## src/rtl/uart_pkg.sv

```systemverilog
// Shared definitions for the UART receiver: FSM state encoding and frame timing constants.
package uart_pkg;

  typedef enum logic [2:0] {
    StIdle,
    StStart,
    StData,
    StParity,
    StStop
  } uart_rx_state_e;

  localparam int unsigned Ovs           = 16;
  localparam int unsigned MidTick       = 7;
  localparam int unsigned DbitDefault   = 8;
  localparam int unsigned SbTickDefault = 16;

endpackage

```

## src/rtl/sync_2ff.sv

```systemverilog
// Two-flop synchronizer for a single asynchronous input; both flops reset to ResetVal.
module sync_2ff #(
  parameter logic ResetVal = 1'b1
) (
  input  logic clk,
  input  logic reset,
  input  logic d_i,
  output logic q_o
);

  logic meta_q;
  logic sync_q;

  always_ff @(posedge clk or posedge reset) begin
    if (reset) begin
      meta_q <= ResetVal;
      sync_q <= ResetVal;
    end else begin
      meta_q <= d_i;
      sync_q <= meta_q;
    end
  end

  assign q_o = sync_q;

endmodule

```

## src/rtl/uart_rx.sv

```systemverilog
// UART receiver driven by a 16x oversampling tick; samples each bit at mid-period.
// Even parity checking is compiled in when UART_RX_PARITY_EN is defined.
module uart_rx
  import uart_pkg::*;
#(
  parameter int unsigned Dbit   = DbitDefault,
  parameter int unsigned SbTick = SbTickDefault
) (
  input  logic            clk,
  input  logic            reset,
  input  logic            s_tick_i,
  input  logic            rx_i,
  output logic [Dbit-1:0] dout_o,
  output logic            rx_done_tick_o,
  output logic            frame_err_o,
  output logic            parity_err_o
);

  // Stop phase may last up to 32 ticks, so the tick counter widens to cover it.
  localparam int unsigned SCntW = (SbTick > Ovs) ? 5 : 4;
  localparam int unsigned NCntW = $clog2(Dbit);

  localparam logic [SCntW-1:0] SCntMid  = SCntW'(MidTick);
  localparam logic [SCntW-1:0] SCntLast = SCntW'(Ovs - 1);
  localparam logic [SCntW-1:0] SCntStop = SCntW'(SbTick - 1);
  localparam logic [NCntW-1:0] NCntLast = NCntW'(Dbit - 1);

  logic rx_sync;

  sync_2ff #(
    .ResetVal(1'b1)
  ) u_sync (
    .clk  (clk),
    .reset(reset),
    .d_i  (rx_i),
    .q_o  (rx_sync)
  );

  uart_rx_state_e   state_q, state_d;
  logic [SCntW-1:0] s_cnt_q, s_cnt_d;
  logic [NCntW-1:0] n_cnt_q, n_cnt_d;
  logic [Dbit-1:0]  b_q, b_d;
  logic [Dbit-1:0]  dout_q, dout_d;
  logic             done_q, done_d;
  logic             frame_err_q, frame_err_d;
`ifdef UART_RX_PARITY_EN
  logic             par_q, par_d;
  logic             parity_err_q, parity_err_d;
`endif

  always_comb begin
    state_d     = state_q;
    s_cnt_d     = s_cnt_q;
    n_cnt_d     = n_cnt_q;
    b_d         = b_q;
    dout_d      = dout_q;
    done_d      = 1'b0;
    frame_err_d = frame_err_q;
`ifdef UART_RX_PARITY_EN
    par_d        = par_q;
    parity_err_d = parity_err_q;
`endif

    unique case (state_q)
      StIdle: begin
        if (!rx_sync) begin
          state_d = StStart;
          s_cnt_d = '0;
        end
      end

      StStart: begin
        if (s_tick_i) begin
          if (s_cnt_q == SCntMid) begin
            if (!rx_sync) begin
              state_d = StData;
              s_cnt_d = '0;
              n_cnt_d = '0;
            end else begin
              state_d = StIdle;  // start-bit glitch
            end
          end else begin
            s_cnt_d = s_cnt_q + 1'b1;
          end
        end
      end

      StData: begin
        if (s_tick_i) begin
          if (s_cnt_q == SCntLast) begin
            s_cnt_d = '0;
            b_d     = {rx_sync, b_q[Dbit-1:1]};
            if (n_cnt_q == NCntLast) begin
`ifdef UART_RX_PARITY_EN
              state_d = StParity;
`else
              state_d = StStop;
`endif
            end else begin
              n_cnt_d = n_cnt_q + 1'b1;
            end
          end else begin
            s_cnt_d = s_cnt_q + 1'b1;
          end
        end
      end

`ifdef UART_RX_PARITY_EN
      StParity: begin
        if (s_tick_i) begin
          if (s_cnt_q == SCntLast) begin
            par_d   = rx_sync;
            s_cnt_d = '0;
            state_d = StStop;
          end else begin
            s_cnt_d = s_cnt_q + 1'b1;
          end
        end
      end
`endif

      StStop: begin
        if (s_tick_i) begin
          if (s_cnt_q == SCntStop) begin
            done_d      = 1'b1;
            dout_d      = b_q;
            frame_err_d = ~rx_sync;
`ifdef UART_RX_PARITY_EN
            parity_err_d = (^b_q) ^ par_q;
`endif
            state_d     = StIdle;
          end else begin
            s_cnt_d = s_cnt_q + 1'b1;
          end
        end
      end

      default: state_d = StIdle;
    endcase
  end

  always_ff @(posedge clk or posedge reset) begin
    if (reset) begin
      state_q     <= StIdle;
      s_cnt_q     <= '0;
      n_cnt_q     <= '0;
      b_q         <= '0;
      dout_q      <= '0;
      done_q      <= 1'b0;
      frame_err_q <= 1'b0;
`ifdef UART_RX_PARITY_EN
      par_q        <= 1'b0;
      parity_err_q <= 1'b0;
`endif
    end else begin
      state_q     <= state_d;
      s_cnt_q     <= s_cnt_d;
      n_cnt_q     <= n_cnt_d;
      b_q         <= b_d;
      dout_q      <= dout_d;
      done_q      <= done_d;
      frame_err_q <= frame_err_d;
`ifdef UART_RX_PARITY_EN
      par_q        <= par_d;
      parity_err_q <= parity_err_d;
`endif
    end
  end

  assign dout_o         = dout_q;
  assign rx_done_tick_o = done_q;
  assign frame_err_o    = frame_err_q;
`ifdef UART_RX_PARITY_EN
  assign parity_err_o   = parity_err_q;
`else
  assign parity_err_o   = 1'b0;
`endif

endmodule

```

## config.mk

```make
export PLATFORM = sky130hd
export DESIGN_NAME = uart_rx
export DESIGN_NICKNAME = d
export VERILOG_FILES = /design/src/rtl/uart_pkg.sv /design/src/rtl/sync_2ff.sv /design/src/rtl/uart_rx.sv
export SDC_FILE = /design/constraint.sdc
export NUM_CORES = 1
export LEC_CHECK = 0
export BUFFER_PORTS_ARGS = -buffer_cell sky130_fd_sc_hd__buf_4
export CORE_ASPECT_RATIO = 0.75
export CORE_MARGIN = 1
export CORE_UTILIZATION = 45
export CTS_CLUSTER_DIAMETER = 100
export DETAILED_ROUTE_END_ITERATION = 7
export GPL_ROUTABILITY_DRIVEN = 1
export PLACE_DENSITY = 0.75
export SYNTH_ARGS = -nofsm -noshare
export SYNTH_HDL_FRONTEND = slang
export SYNTH_SLANG_ARGS = --single-unit
export TNS_END_PERCENT = 50
```

## constraint.sdc

```tcl
create_clock -name clk -period 2.3 [get_ports clk]
set_input_delay 0.345 -clock clk [delete_from_list [all_inputs] [get_ports clk]]
set_output_delay 0.345 -clock clk [all_outputs]
set_load 0.01 [all_outputs]
```

==> run_results.csv <==
group,metric,value,unit
status,status,"completed",
finish,syn2layout_area_growth,17.7,%
synth,yosys_warnings,0,
global_routing,grtUsageTotal,0.189,
clocking,ctsHoldBuffers,0,
flow_run,maxCapViolCount,0,
sta,hold_violations,0,
clocking,clock_sinks,30,
placement,place_inst,175,
synth,synth_cell_types,38,
synth,ys.flop_type,"dfrtp_1",
floorplan,die_w,67.9,um
placement,dp_hpwl,1880,um
sta,fin_ws,0.231,ns
placement,gp_congestion,0.818,
finish,nNetsFinal,151,
sta,finClkSkew,0.00863,ns
drt,dr.pass1.iters,4,
pwr,power_density,1030,nW/um2
synth,synth_edf_count,0,
drt,drt-total-wl,2760,um
clocking,cts_root_buf,"clkbuf_8",
sta,tns,0,ns
synth,yosysSeqAreaShare,0.515,
drt,via_count,1023,
drt,ant_nets,0,
drt,wl_per_cell,15.1,um
placement,dp_slack,0.249,ns
sta,fin_crit_sh,0.899,
clocking,clk_latency,0.29,ns
floorplan,ios,15,
floorplan,core_area,3020,um2
synth,syn_area,1460,um2
synth,synth_area_leader_cell,"dfrtp_1",
global_routing,grt_pass1_vias,952,
pwr,ir_worst_vdd,0.000528,V
clocking,post_cts_buffers,0,
worst_setup_path,endpoint_kind,"flip-flop",
clocking,post_cts_resize_count,0,
drt,drc_errors,0,
floorplan,num_rows,17,
clocking,path_clk_slew,0.07,ns
drt,via_per_inst,5.59,
global_routing,antenna_found_initial,0,
global_routing,grt_max_degree,31,
clocking,cts_buffers,5,
worst_setup_path,crit_type,"flip-flop to flip-flop",
floorplan,start_util,0.485,
floorplan,die-area,3490,um2
worst_setup_path,cp.required,2.47,ns
sta,finalCriticalPeriod,2.07,ns
clocking,h-tree-depth,2,
sta,fmax,0.483,GHz
global_routing,overflow,0,
sta,setup_viol,0,
clocking,cts_buffer_depth,2,
synth,ys_top_cells_by_area,"dfrtp_1, mux2_2, dfstp_2",
synth,syn-num-nets,133,
finish,drive_gt1_frac,0.366,
synth,avgSynthCellArea,11.6,um2
worst_setup_path,critPathLaunchType,"flip-flop",
pwr,p_leak,0.831,nW
drt,first_iter_violations,77,
global_routing,grt_pass1_wl,4550,um
synth,synth.ff_latch_count,30,
worst_setup_path,crit_fanout,12,
placement,portBuffers,13,
sta,drv_slew,0,
synth,synth_commonest_cells,"dfrtp_1, mux2_2, nor2_1",
synth,synth.most_common_cell,"dfrtp_1",
clocking,cts_tree,"done",
synth,synth_top_area_frac,0.479,
sta,rsz0062_at_grt,"no",
finish,layout.cells.non_filler,183,
min_path,min_path_type,"input port to async pin",
synth,synthCells,126,
worst_setup_path,arrival,2.24,ns
finish,insertedDiodeCount,0,
floorplan,die_h,51.4,um
synth,synthArstFlopShare,1.00,
worst paths after layout:
kind	to	cells past startpoint	startpoint	slack [ns]
worst max-delay path	n_cnt_q[0]$_DFFE_PP0P_	4	state_q[2]$_DFFE_PP0P_	0.23
worst min-delay path	state_q[1]$_DFFE_PP0P_	3	reset	0.12
worst max register to register	n_cnt_q[0]$_DFFE_PP0P_	4	state_q[2]$_DFFE_PP0P_	0.23
worst min register to register	u_sync.q_o$_DFF_PP1_	0	u_sync.meta_q$_DFF_PP1_	0.36
max in group asynchronous	u_sync.meta_q$_DFF_PP1_	3	reset	1.86
min in group clk	u_sync.meta_q$_DFF_PP1_	1	rx_i	0.17
flip-flops by register name, summed over array words and instances, names as in the netlist:
| register | cells |
|---|---|
| s_cnt_q | 4 |
| b_q | 8 |
| state_q | 3 |
| n_cnt_q | 3 |
| u_sync.meta_q | 1 |
| u_sync.q_o | 1 |
| frame_err_o | 1 |
| rx_done_tick_o | 1 |
| dout_o | 8 |
per-layer routing:
metal / up-vias / wire [um] / global-route usage
met3: 12 / 160 / 0.0469
met1: 493 / 1240 / 0.250
met5: - / 0 / 0
met4: 0 / 112 / 0.146
met2: 38 / 1250 / 0.262
li1: 480 / - / -
final cells by class:
type | count | area, um2
clock inverters | 3 | 40.0
inverters | 6 | 22.5
flip-flops and latches | 30 | 753
repair buffers | 18 | 135
fillers | 251 | 1300
clock buffers | 5 | 68.8
well taps | 38 | 47.5
multi-input cells | 83 | 656
cells by family after synthesis:
logic type	share of synthesized area
compound gates	0.109
xor+xnor	0.00598
fa+ha+maj	0.0256
buf+inv	0.0376
flops	0.515
mux	0.167
other cells	0.00256
simple gates	0.138
critical path, stage by stage (launching register included):
cell and delay (ns):
dfrtp_1 0.50, or3b_1 0.48, o32a_1 0.38, nor3_4 0.24, mux2_1 0.34
report_power, final:
part / switching [mW] / internal (mW) / total, mW
Clock: 0.206 / 0.318 / 0.525
Sequential: 0.0855 / 0.602 / 0.688
Combinational: 0.300 / 0.266 / 0.566
Total: 0.592 / 1.19 / 1.78
cells in the final DEF (no fill, tap or decap), types with 2 or more instances in the layout:
| cell | instances |
|---|---|
| dfrtp_1 | 28 |
| ha_1 | 3 |
| o22ai_1 | 2 |
| clkinv_2 | 2 |
| or3b_2 | 2 |
| mux2i_1 | 3 |
| nand2_1 | 5 |
| a21oi_1 | 6 |
| nor3_2 | 2 |
| mux2_2 | 18 |
| nand3_1 | 3 |
| nor2b_1 | 3 |
| o221ai_1 | 3 |
| o21ai_0 | 2 |
| nor2_1 | 10 |
| inv_1 | 6 |
| clkbuf_8 | 5 |
| dfstp_2 | 2 |
| buf_4 | 18 |
| and2_1 | 3 |
metrics by stage:
| step | hold WS (ns) | cell area, um2 | utilization | power (mW) |
|---|---|---|---|---|
| after global routing | 0.163 | 1720 | 0.570 | 1.88 |
| after CTS | 0.131 | 1720 | 0.570 | 1.79 |
| after floorplan | 0.345 | 1460 | - | 1.13 |
| after global placement | 0.346 | 1610 | 0.534 | 1.22 |
| after detailed placement | 0.355 | 1610 | 0.534 | 1.26 |
| final | 0.122 | 1720 | 0.570 | 1.78 |
(Power assumes the default switching activity.)
